===== config.mk =====
export PLATFORM = sky130hd
export DESIGN_NAME = calcu_mc_core_flat
export DESIGN_NICKNAME = d
export VERILOG_FILES = /design/src/rtl/calcu_mc_core_if.sv /design/src/rtl/calcu_mc_core.sv /design/src/flat_wrapper.sv
export SDC_FILE = /design/constraint.sdc
export NUM_CORES = 1
export LEC_CHECK = 0
export BUFFER_PORTS_ARGS = -buffer_cell sky130_fd_sc_hd__buf_2
export CAP_MARGIN = 0
export CORE_AREA = 2 2 239 241
export DETAILED_ROUTE_END_ITERATION = 12
export DIE_AREA = 0 0 241 243
export RECOVER_POWER = 50
export SYNTH_ARGS = -nofsm -noshare
export SYNTH_HDL_FRONTEND = slang
export SYNTH_SLANG_ARGS = --single-unit

===== constraint.sdc =====
create_clock -name clk -period 6.2 [get_ports clk]
set_input_delay 1.24 -clock clk [delete_from_list [all_inputs] [get_ports clk]]
set_output_delay 1.24 -clock clk [all_outputs]
set_load 0.02 [all_outputs]

===== src/rtl/calcu_mc_core_if.sv =====
// Memory-side handshake bundle for calcu_mc_core: one outstanding req/ack
// transaction at a time, request fields held stable until acknowledged.
interface calcu_mc_core_if #(
  parameter int ADDR_W  = 16,
  parameter int INSTR_W = 26
);
  logic               mem_req;
  logic               mem_we;
  logic [ADDR_W-1:0]  mem_addr;
  logic [INSTR_W-1:0] mem_wdata;
  logic [INSTR_W-1:0] mem_rdata;
  logic               mem_ack;

  modport master (
    output mem_req, mem_we, mem_addr, mem_wdata,
    input  mem_rdata, mem_ack
  );

  modport slave (
    input  mem_req, mem_we, mem_addr, mem_wdata,
    output mem_rdata, mem_ack
  );
endinterface


===== src/rtl/calcu_mc_core.sv =====
// Multi-cycle Calcu core: FETCH -> EXEC [-> MEM] with an external unified
// memory behind a req/ack handshake that tolerates arbitrary wait states.
module calcu_mc_core #(
  parameter int                DATA_W   = 16,
  parameter int                ADDR_W   = 16,
  parameter int                NREGS    = 8,
  parameter logic [ADDR_W-1:0] RESET_PC = '0
) (
  input  logic              clk,
  input  logic              rst,
  calcu_mc_core_if.master   bus,
  output logic              retire,
  output logic              halted,
  output logic [ADDR_W-1:0] dbg_pc
);
  localparam int RSW     = $clog2(NREGS);
  localparam int INSTR_W = 4 + 2*RSW + DATA_W;
  localparam int SHW     = $clog2(DATA_W);

  typedef enum logic [3:0] {
    OP_NOP, OP_ADD, OP_ADDI, OP_JMP, OP_JEQ, OP_STORE, OP_LOAD, OP_XOR,
    OP_AND, OP_SUB, OP_OR,   OP_JNE, OP_SHL, OP_SHR,   OP_JLT,  OP_HALT
  } op_e;

  typedef enum logic [1:0] {S_FETCH, S_EXEC, S_MEM, S_HALT} state_e;

  state_e             r_state;
  logic [ADDR_W-1:0]  r_pc;
  logic [INSTR_W-1:0] r_ir;
  logic [DATA_W-1:0]  r_regs [NREGS];
  logic               r_mem_req;
  logic               r_mem_we;
  logic [ADDR_W-1:0]  r_mem_addr;
  logic [INSTR_W-1:0] r_mem_wdata;
  logic               r_retire;
  logic               r_halted;

  op_e                w_op;
  op_e                w_fetch_op;
  logic [RSW-1:0]     w_rd;
  logic [RSW-1:0]     w_rs;
  logic [RSW-1:0]     w_rt;
  logic [DATA_W-1:0]  w_imm;
  logic [DATA_W-1:0]  w_rd_val;
  logic [DATA_W-1:0]  w_rs_val;
  logic [DATA_W-1:0]  w_rt_val;
  logic [DATA_W-1:0]  w_ea_full;
  logic [ADDR_W-1:0]  w_ea;
  logic [ADDR_W-1:0]  w_next_pc;
  logic [DATA_W-1:0]  w_alu;
  logic               w_wr_en;
  logic               w_take;
  logic               w_is_mem;

  // rt deliberately aliases the top bits of imm.
  assign w_op       = op_e'(r_ir[INSTR_W-1 -: 4]);
  assign w_fetch_op = op_e'(bus.mem_rdata[INSTR_W-1 -: 4]);
  assign w_rd       = r_ir[INSTR_W-5 -: RSW];
  assign w_rs       = r_ir[INSTR_W-5-RSW -: RSW];
  assign w_imm      = r_ir[DATA_W-1:0];
  assign w_rt       = w_imm[DATA_W-1 -: RSW];
  assign w_rd_val   = r_regs[w_rd];
  assign w_rs_val   = r_regs[w_rs];
  assign w_rt_val   = r_regs[w_rt];
  assign w_ea_full  = w_imm + w_rs_val;
  assign w_ea       = w_ea_full[ADDR_W-1:0];
  assign w_next_pc  = w_take ? w_imm[ADDR_W-1:0] : r_pc;
  assign w_is_mem   = (w_op == OP_STORE) || (w_op == OP_LOAD);

  // NOTE: every variable gets a default before the case, so no op path
  // leaves one unassigned and no latch is inferred.
  always_comb begin
    w_alu   = '0;
    w_wr_en = 1'b0;
    w_take  = 1'b0;
    case (w_op)
      OP_ADD:  begin w_alu = w_rs_val + w_rt_val;              w_wr_en = 1'b1; end
      OP_ADDI: begin w_alu = w_rs_val + w_imm;                 w_wr_en = 1'b1; end
      OP_SUB:  begin w_alu = w_rs_val - w_rt_val;              w_wr_en = 1'b1; end
      OP_XOR:  begin w_alu = w_rs_val ^ w_rt_val;              w_wr_en = 1'b1; end
      OP_AND:  begin w_alu = w_rs_val & w_rt_val;              w_wr_en = 1'b1; end
      OP_OR:   begin w_alu = w_rs_val | w_rt_val;              w_wr_en = 1'b1; end
      OP_SHL:  begin w_alu = w_rs_val << w_rt_val[SHW-1:0];    w_wr_en = 1'b1; end
      OP_SHR:  begin w_alu = w_rs_val >> w_rt_val[SHW-1:0];    w_wr_en = 1'b1; end
      OP_JMP:  w_take = 1'b1;
      OP_JEQ:  w_take = (w_rd_val == w_rs_val);
      OP_JNE:  w_take = (w_rd_val != w_rs_val);
      OP_JLT:  w_take = (w_rd_val <  w_rs_val);
      default: ;
    endcase
  end

  // NOTE: all state updates are non-blocking, so every read in this block
  // sees pre-edge values -- that is what makes ADD r1,r1,r1 double r1.
  always_ff @(posedge clk) begin
    if (rst) begin
      r_state     <= S_FETCH;
      r_pc        <= RESET_PC;
      r_ir        <= '0;
      // NOTE: the register file is cleared explicitly because programs rely
      // on zeroed registers; a resettable array maps to flops, not a RAM.
      for (int i = 0; i < NREGS; i++) r_regs[i] <= '0;
      r_mem_req   <= 1'b0;
      r_mem_we    <= 1'b0;
      r_mem_addr  <= '0;
      r_mem_wdata <= '0;
      r_retire    <= 1'b0;
      r_halted    <= 1'b0;
    end else begin
      r_retire <= 1'b0;
      case (r_state)
        S_FETCH: begin
          if (!r_mem_req) begin
            r_mem_req  <= 1'b1;
            r_mem_we   <= 1'b0;
            r_mem_addr <= r_pc;
          end else if (bus.mem_ack) begin
            r_ir      <= bus.mem_rdata;
            r_pc      <= r_pc + ADDR_W'(1);
            r_mem_req <= 1'b0;
            // Register-only ops (HALT included) retire during their EXEC cycle.
            r_retire  <= !((w_fetch_op == OP_STORE) || (w_fetch_op == OP_LOAD));
            r_state   <= S_EXEC;
          end
        end
        S_EXEC: begin
          if (w_wr_en) r_regs[w_rd] <= w_alu;
          if (w_is_mem) begin
            r_mem_req   <= 1'b1;
            r_mem_we    <= (w_op == OP_STORE);
            r_mem_addr  <= w_ea;
            r_mem_wdata <= {{(INSTR_W-DATA_W){1'b0}}, w_rd_val};
            r_state     <= S_MEM;
          end else if (w_op == OP_HALT) begin
            r_halted <= 1'b1;
            r_state  <= S_HALT;
          end else begin
            // Launch the next fetch straight from EXEC to keep ALU ops at 2 cycles.
            r_pc       <= w_next_pc;
            r_mem_req  <= 1'b1;
            r_mem_we   <= 1'b0;
            r_mem_addr <= w_next_pc;
            r_state    <= S_FETCH;
          end
        end
        S_MEM: begin
          if (bus.mem_ack) begin
            if (!r_mem_we) r_regs[w_rd] <= bus.mem_rdata[DATA_W-1:0];
            r_mem_req <= 1'b0;
            r_mem_we  <= 1'b0;
            r_state   <= S_FETCH;
          end
        end
        default: ;
      endcase
    end
  end

  assign bus.mem_req   = r_mem_req;
  assign bus.mem_we    = r_mem_we;
  assign bus.mem_addr  = r_mem_addr;
  assign bus.mem_wdata = r_mem_wdata;

  // Memory ops retire in the acknowledge cycle itself, which only the ack reveals.
  assign retire = r_retire | ((r_state == S_MEM) && r_mem_req && bus.mem_ack);
  assign halted = r_halted;
  assign dbg_pc = r_pc;
endmodule


===== src/flat_wrapper.sv =====
// flat-port wrapper written by rule: the top's interface ports become plain ports
module calcu_mc_core_flat 
#(
  parameter int                DATA_W   = 16,
  parameter int                ADDR_W   = 16,
  parameter int                NREGS    = 8,
  parameter logic [ADDR_W-1:0] RESET_PC = '0
)
  (clk, rst, retire, halted, dbg_pc, bus_mem_req, bus_mem_we, bus_mem_addr, bus_mem_wdata, bus_mem_rdata, bus_mem_ack);
  calcu_mc_core_if #(.ADDR_W(ADDR_W), .INSTR_W((26))) bus_i ();
  input  logic clk;
  input  logic rst;
  output logic retire;
  output logic halted;
  output logic [ADDR_W-1:0] dbg_pc;
  output wire logic [$bits(bus_i.mem_req)-1:0] bus_mem_req;
  output wire logic [$bits(bus_i.mem_we)-1:0] bus_mem_we;
  output wire logic [$bits(bus_i.mem_addr)-1:0] bus_mem_addr;
  output wire logic [$bits(bus_i.mem_wdata)-1:0] bus_mem_wdata;
  input wire logic [$bits(bus_i.mem_rdata)-1:0] bus_mem_rdata;
  input wire logic [$bits(bus_i.mem_ack)-1:0] bus_mem_ack;
  assign bus_mem_req = bus_i.mem_req;
  assign bus_mem_we = bus_i.mem_we;
  assign bus_mem_addr = bus_i.mem_addr;
  assign bus_mem_wdata = bus_i.mem_wdata;
  assign bus_i.mem_rdata = bus_mem_rdata;
  assign bus_i.mem_ack = bus_mem_ack;
  calcu_mc_core #(.DATA_W(DATA_W), .ADDR_W(ADDR_W), .NREGS(NREGS), .RESET_PC(RESET_PC)) u_core (.clk(clk), .rst(rst), .bus(bus_i), .retire(retire), .halted(halted), .dbg_pc(dbg_pc));
endmodule

Yosys cells after proc, flatten, opt, wreduce, memory -nomap -nowiden:

Memories as Yosys holds them, arrays and structs flattened. A register that Yosys moved wholly into a read port is not among the register bits.
Index checks and enable logic that the tools add are counted.

* $add $sub $neg: 4
* $lt $le $gt $ge: 1
* equality and inequality tests: 28
* shifts and indexed selects: 2
* mux-type cells: 49
* bitwise logic cells: 9
* reduce and logical (&&, ||, !) cells: 19

Operators with widths (count)
* 2-to-1 mux 16 bit: 9
* one-hot mux 16 bit (8 select lines): 1
* one-hot mux 16 bit (2 select lines): 2
* adder 16 bit: 2
* == test 4 bit (second input constant): 8
* == test 4 x 3 -> 1 bit (second input constant): 6
* 2-to-1 mux 1 bit: 21
* 2-to-1 mux 3 bit: 7
* adder 16 x 1 -> 16 bit (second input constant): 1
* bitwise AND 16 bit: 1
* == test 16 bit: 1
* less-than comparator 16 bit: 1
* inequality test 16 bit: 1
* bitwise OR 16 bit: 1
* OR reduction 16 bit: 1
* left shift 16 x 4 -> 16 bit: 1
* >> shifter 16 x 4 -> 16 bit: 1
* subtractor 16 bit: 1
* XOR 16 bit: 1
* AND reduction 3 bit: 4
* 2-to-1 mux 2 bit: 5
* inequality test 2 bit (second input constant): 5
* == test 4 x 2 -> 1 bit (second input constant): 2
* AND reduction 4 bit: 2
* 20 further kinds: 27

* flip-flop bits (word level): 80
* bits in writable memories: 128
* input port bits: 29
* output and inout port bits: 62
* memories kept: 1

Memory list
* u_core.r_regs: words 8, bits a word 16, rd ports 3, clocked after Yosys merged registers in 3, write ports 8, line calcu_mc_core.sv:30 `logic [DATA_W-1:0] r_regs [NREGS];`

Depth between registers and ports, before layout:

* depth in word-level cells: 10
* gate-level depth with buffers: 19
* depth with buffers taken out: 16

Worst setup path after synthesis:

OpenSTA, ideal clock, no wires.

* kind: reg2reg
* start point: reg (tool-made name)
* end point: mem u_core.r_regs[0][13], data pin
* library setup time: 273 ps
* arrival time: 4584 ps
* data required time: 5927 ps
* setup slack: 1343 ps
* cell stages (with the launch flop): 20
* buffers on the path: 3
* clock period less this slack: 4857 ps
* cells stage by stage: dfxtp_1 > buf_6 > mux4_1 > mux2i_2 > buf_2 > buf_2 > ha_1 > nand2_1 > nor2_1 > nor2_1 > xnor2_1 > ha_1 > o211a_1 > nor3_1 > o31ai_1 > a2111oi_0 > o21bai_1 > xor2_1 > a211oi_2 > nor3_1

RTL lines (line)
* to (decl): calcu_mc_core.sv:30

==> results.cfg <==
[worst_setup_path]
slowest_stage = dfxtp_1
start_kind = flip-flop
path_max_fanout = 18
critPathBufInv = 1
crit_top_cell = nor3_1
slowest_delay_ps = 810
crit_chain = buf_4, mux4_2, mux2i_1, o211ai_1, nor3b_2, a21oi_1, xnor2_1, ha_1, o211a_1, nor3_1, o31ai_1, a2111oi_0, o21bai_1, xor2_1, a211oi_2, nor3_1
crit_arrival_ps = 6100
cp.required_ps = 6480
crit_family = compound AO/OA/AOI/OAI gates
endpoint_kind = flip-flop
crit_type = flip-flop to flip-flop

[placement]
gp_congestion = 0.9788
io_buffers = 80
place_inst = 2411
hpwl_mm = 42.98

[route]
routedWlPerCell_um = 23.89
via_count = 14260
drt_wl_total_mm = 58.65
drcViolationCount = 0
viasPerCell = 5.807
dr.pass1.iters = 5
drt-initial-drc-count = 1438
ant_nets = 0

[clocking]
cts_tree = built
cts_max_level = 1
postCtsSetupRepairBufs = 0
clk_pin_slew_worst_paths_ps = 70
cts_buffers = 25
cts_sinks = 217
clk_latency_ps = 570
root_buffer = clkbuf_16
cts_resized = 0
hold_buffers = 0
cts_max_path_buffers = 3

[synth]
synthArstFlopShare_pct = 0
synthCells = 1649
synth_edf_count = 128
synth_cell_types = 103
yosysWarningCount = 0
synth_top_cell_by_area = edfxtp_1
synth_ff_type = edfxtp_1
synthTopCellsByArea = edfxtp_1 23%, dfxtp_1 11%, mux4_2 10%, ha_1 6.3%, mux2i_1 5.5%
synth.avg_cell_area_sq_um = 10.05
synthTopCellsByCount = 184 x nor2_1, 150 x nand2_1, 128 x edfxtp_1
synth_seq_area_share_pct = 33.94
yosysMostFrequentCell = nor2_1
ys_ff_latch = 217
synth_top_area_share_pct = 23.19
syn_area_sq_mm = 0.01658

[timing]
setup_viol = 0
hold_viol = 0
fin_skew_ps = 13.82
period_minus_slack_ps = 5821
period_share_pct = 93.88
worst_slew_pin_slew_ps = 1982
holdWs_ps = 449.5
rsz0062_at_grt = false
timing.setup.tns_ps = 0
clock.fmax_mhz = 171.8
report.final.slew_viol_count = 41
relSlewSlack_pct = -32.14

[cells_and_area]
multiInputGateArea_sq_mm = 0.01011
seqCellArea_sq_mm = 0.005629
n_antenna_cell = 0
fin_cells = 2455
final_util_pct = 32.85
num-fill-cells = 5752
drive_above_1_share_pct = 15.89
area_delta_synth_final_pct = 10.88
nets = 1797

[global_route]
grt_max_degree = 48
gr-total-overflow = 0
antenna_found_initial = 0
grt.total_usage_pct = 19.58
grt_pass1_wl_mm = 87.62
first_global_vias = 13970

[floorplan]
std_cell_rows = 87
die_h_um = 243
die_w_um = 241
initial_core_util_pct = 29.63
die_area_sq_mm = 0.05856
io_pins = 91
core_area_sq_mm = 0.05595

[min_path]
hp-class = flip-flop to flip-flop

[power]
ir_drop_mv = 0.1411
p_per_area_mw_per_mm2 = 249.9
p_total_uw = 4594
static-leakage-power_uw = 0.006394

[run]
cap_violations = 1

[run_status]
status = finished, violations left
violations = max-capacitance violations, max-slew violations
area by class of cell:
class,instances,share of cell area (%)
Clock buffer,32,3.710
Clock inverter,12,0.8578
Inverter,62,1.293
Multi-Input combinational cell,1258,55.01
Sequential cell,217,30.63
Tap cell,756,5.147
Timing Repair Buffer,118,3.356
flip-flops by register name, summed over array words and instances, names as in the netlist, named ones only:
register              cells
u_core.bus.mem_addr      16
u_core.bus.mem_req        1
u_core.bus.mem_wdata     16
u_core.bus.mem_we         1
u_core.dbg_pc            16
u_core.halted             1
u_core.r_ir              26
u_core.r_regs           128
u_core.r_retire           1
u_core.r_state            2
path summary, 6_finish.rpt:
| path | to | slack (ps) | cells past startpoint | startpoint |
|---|---|---|---|---|
| setup / recovery | u_core.r_regs[6][13] | 380 | 16 | flip-flop |
| hold / removal | u_core.halted | 450 | 2 | u_core.halted |
| setup reg to reg | u_core.r_regs[6][13] | 380 | 16 | flip-flop |
| hold reg to reg | u_core.halted | 450 | 2 | u_core.halted |
logic make-up (layout without fill, tap and decap cells):
| group | count (synthesis) | in the layout | share of synthesized area [%] |
|---|---|---|---|
| buffers and inverters | 183 | 224 | 5.254 |
| AND/OR/NAND/NOR | 524 | 524 | 14.87 |
| flip-flops | 217 | 217 | 33.94 |
| adder cells (fa/ha/maj) | 86 | 86 | 6.582 |
| multiplexers | 223 | 223 | 21.33 |
| XOR/XNOR | 41 | 41 | 2.166 |
| AO/OA/AOI/OAI | 374 | 374 | 15.84 |
| other | 1 | 10 | 0.02262 |
power breakdown:
| part | internal [uW] | switching [uW] |
|---|---|---|
| sequential | 1590 | 98.7 |
| combinational | 512 | 853 |
| clock | 905 | 635 |
per-layer routing:
layer  vias to the layer above  GRT usage (%)  routed length, um
met2                       737          31.58              27020
met3                       150          3.218               4584
met1                      7062          25.55              24070
li1                       6307              -                  -
met5                         -              0                  0
met4                         0          9.005               2971
worst min-delay path, delay by kind of cell (launching register included):
family,cells,cell delay [ps]
buffers and inverters,1,50
AO/OA/AOI/OAI,1,50
flip-flops,1,310
layout by cell type, fill, tap and decap left out, types with 6 or more instances in the layout:
cell type,count
clkbuf_1,61
mux2i_1,91
o21a_1,18
mux4_2,74
nand2_1,154
a21o_1,8
o211ai_1,14
a221o_1,7
o21ai_0,54
a211oi_1,24
nand4_1,6
dfxtp_1,86
a221oi_1,15
edfxtp_1,128
or2_2,9
o2111ai_1,6
buf_2,26
nand3_1,22
a31oi_1,19
clkbuf_16,25
a22oi_1,15
xor2_1,13
xnor2_1,28
buf_4,33
nor2_1,184
nor2b_1,12
o221ai_1,15
nand2b_1,9
or3_1,11
ha_1,84
conb_1,10
a21oi_1,100
and3_1,8
o22ai_1,11
mux4_1,16
mux2_2,32
inv_1,57
nor3_1,65
metrics by stage:
stage          cell area, sq um  setup WS, ps
2_1_floorplan             16610          1343
3_3_place_gp              17650         756.3
3_5_place_dp              17650         601.8
4_1_cts                   18490         559.3
5_1_grt                   18380         188.6
6_report                  18380         379.2
Power figures use the tool's default switching activity.
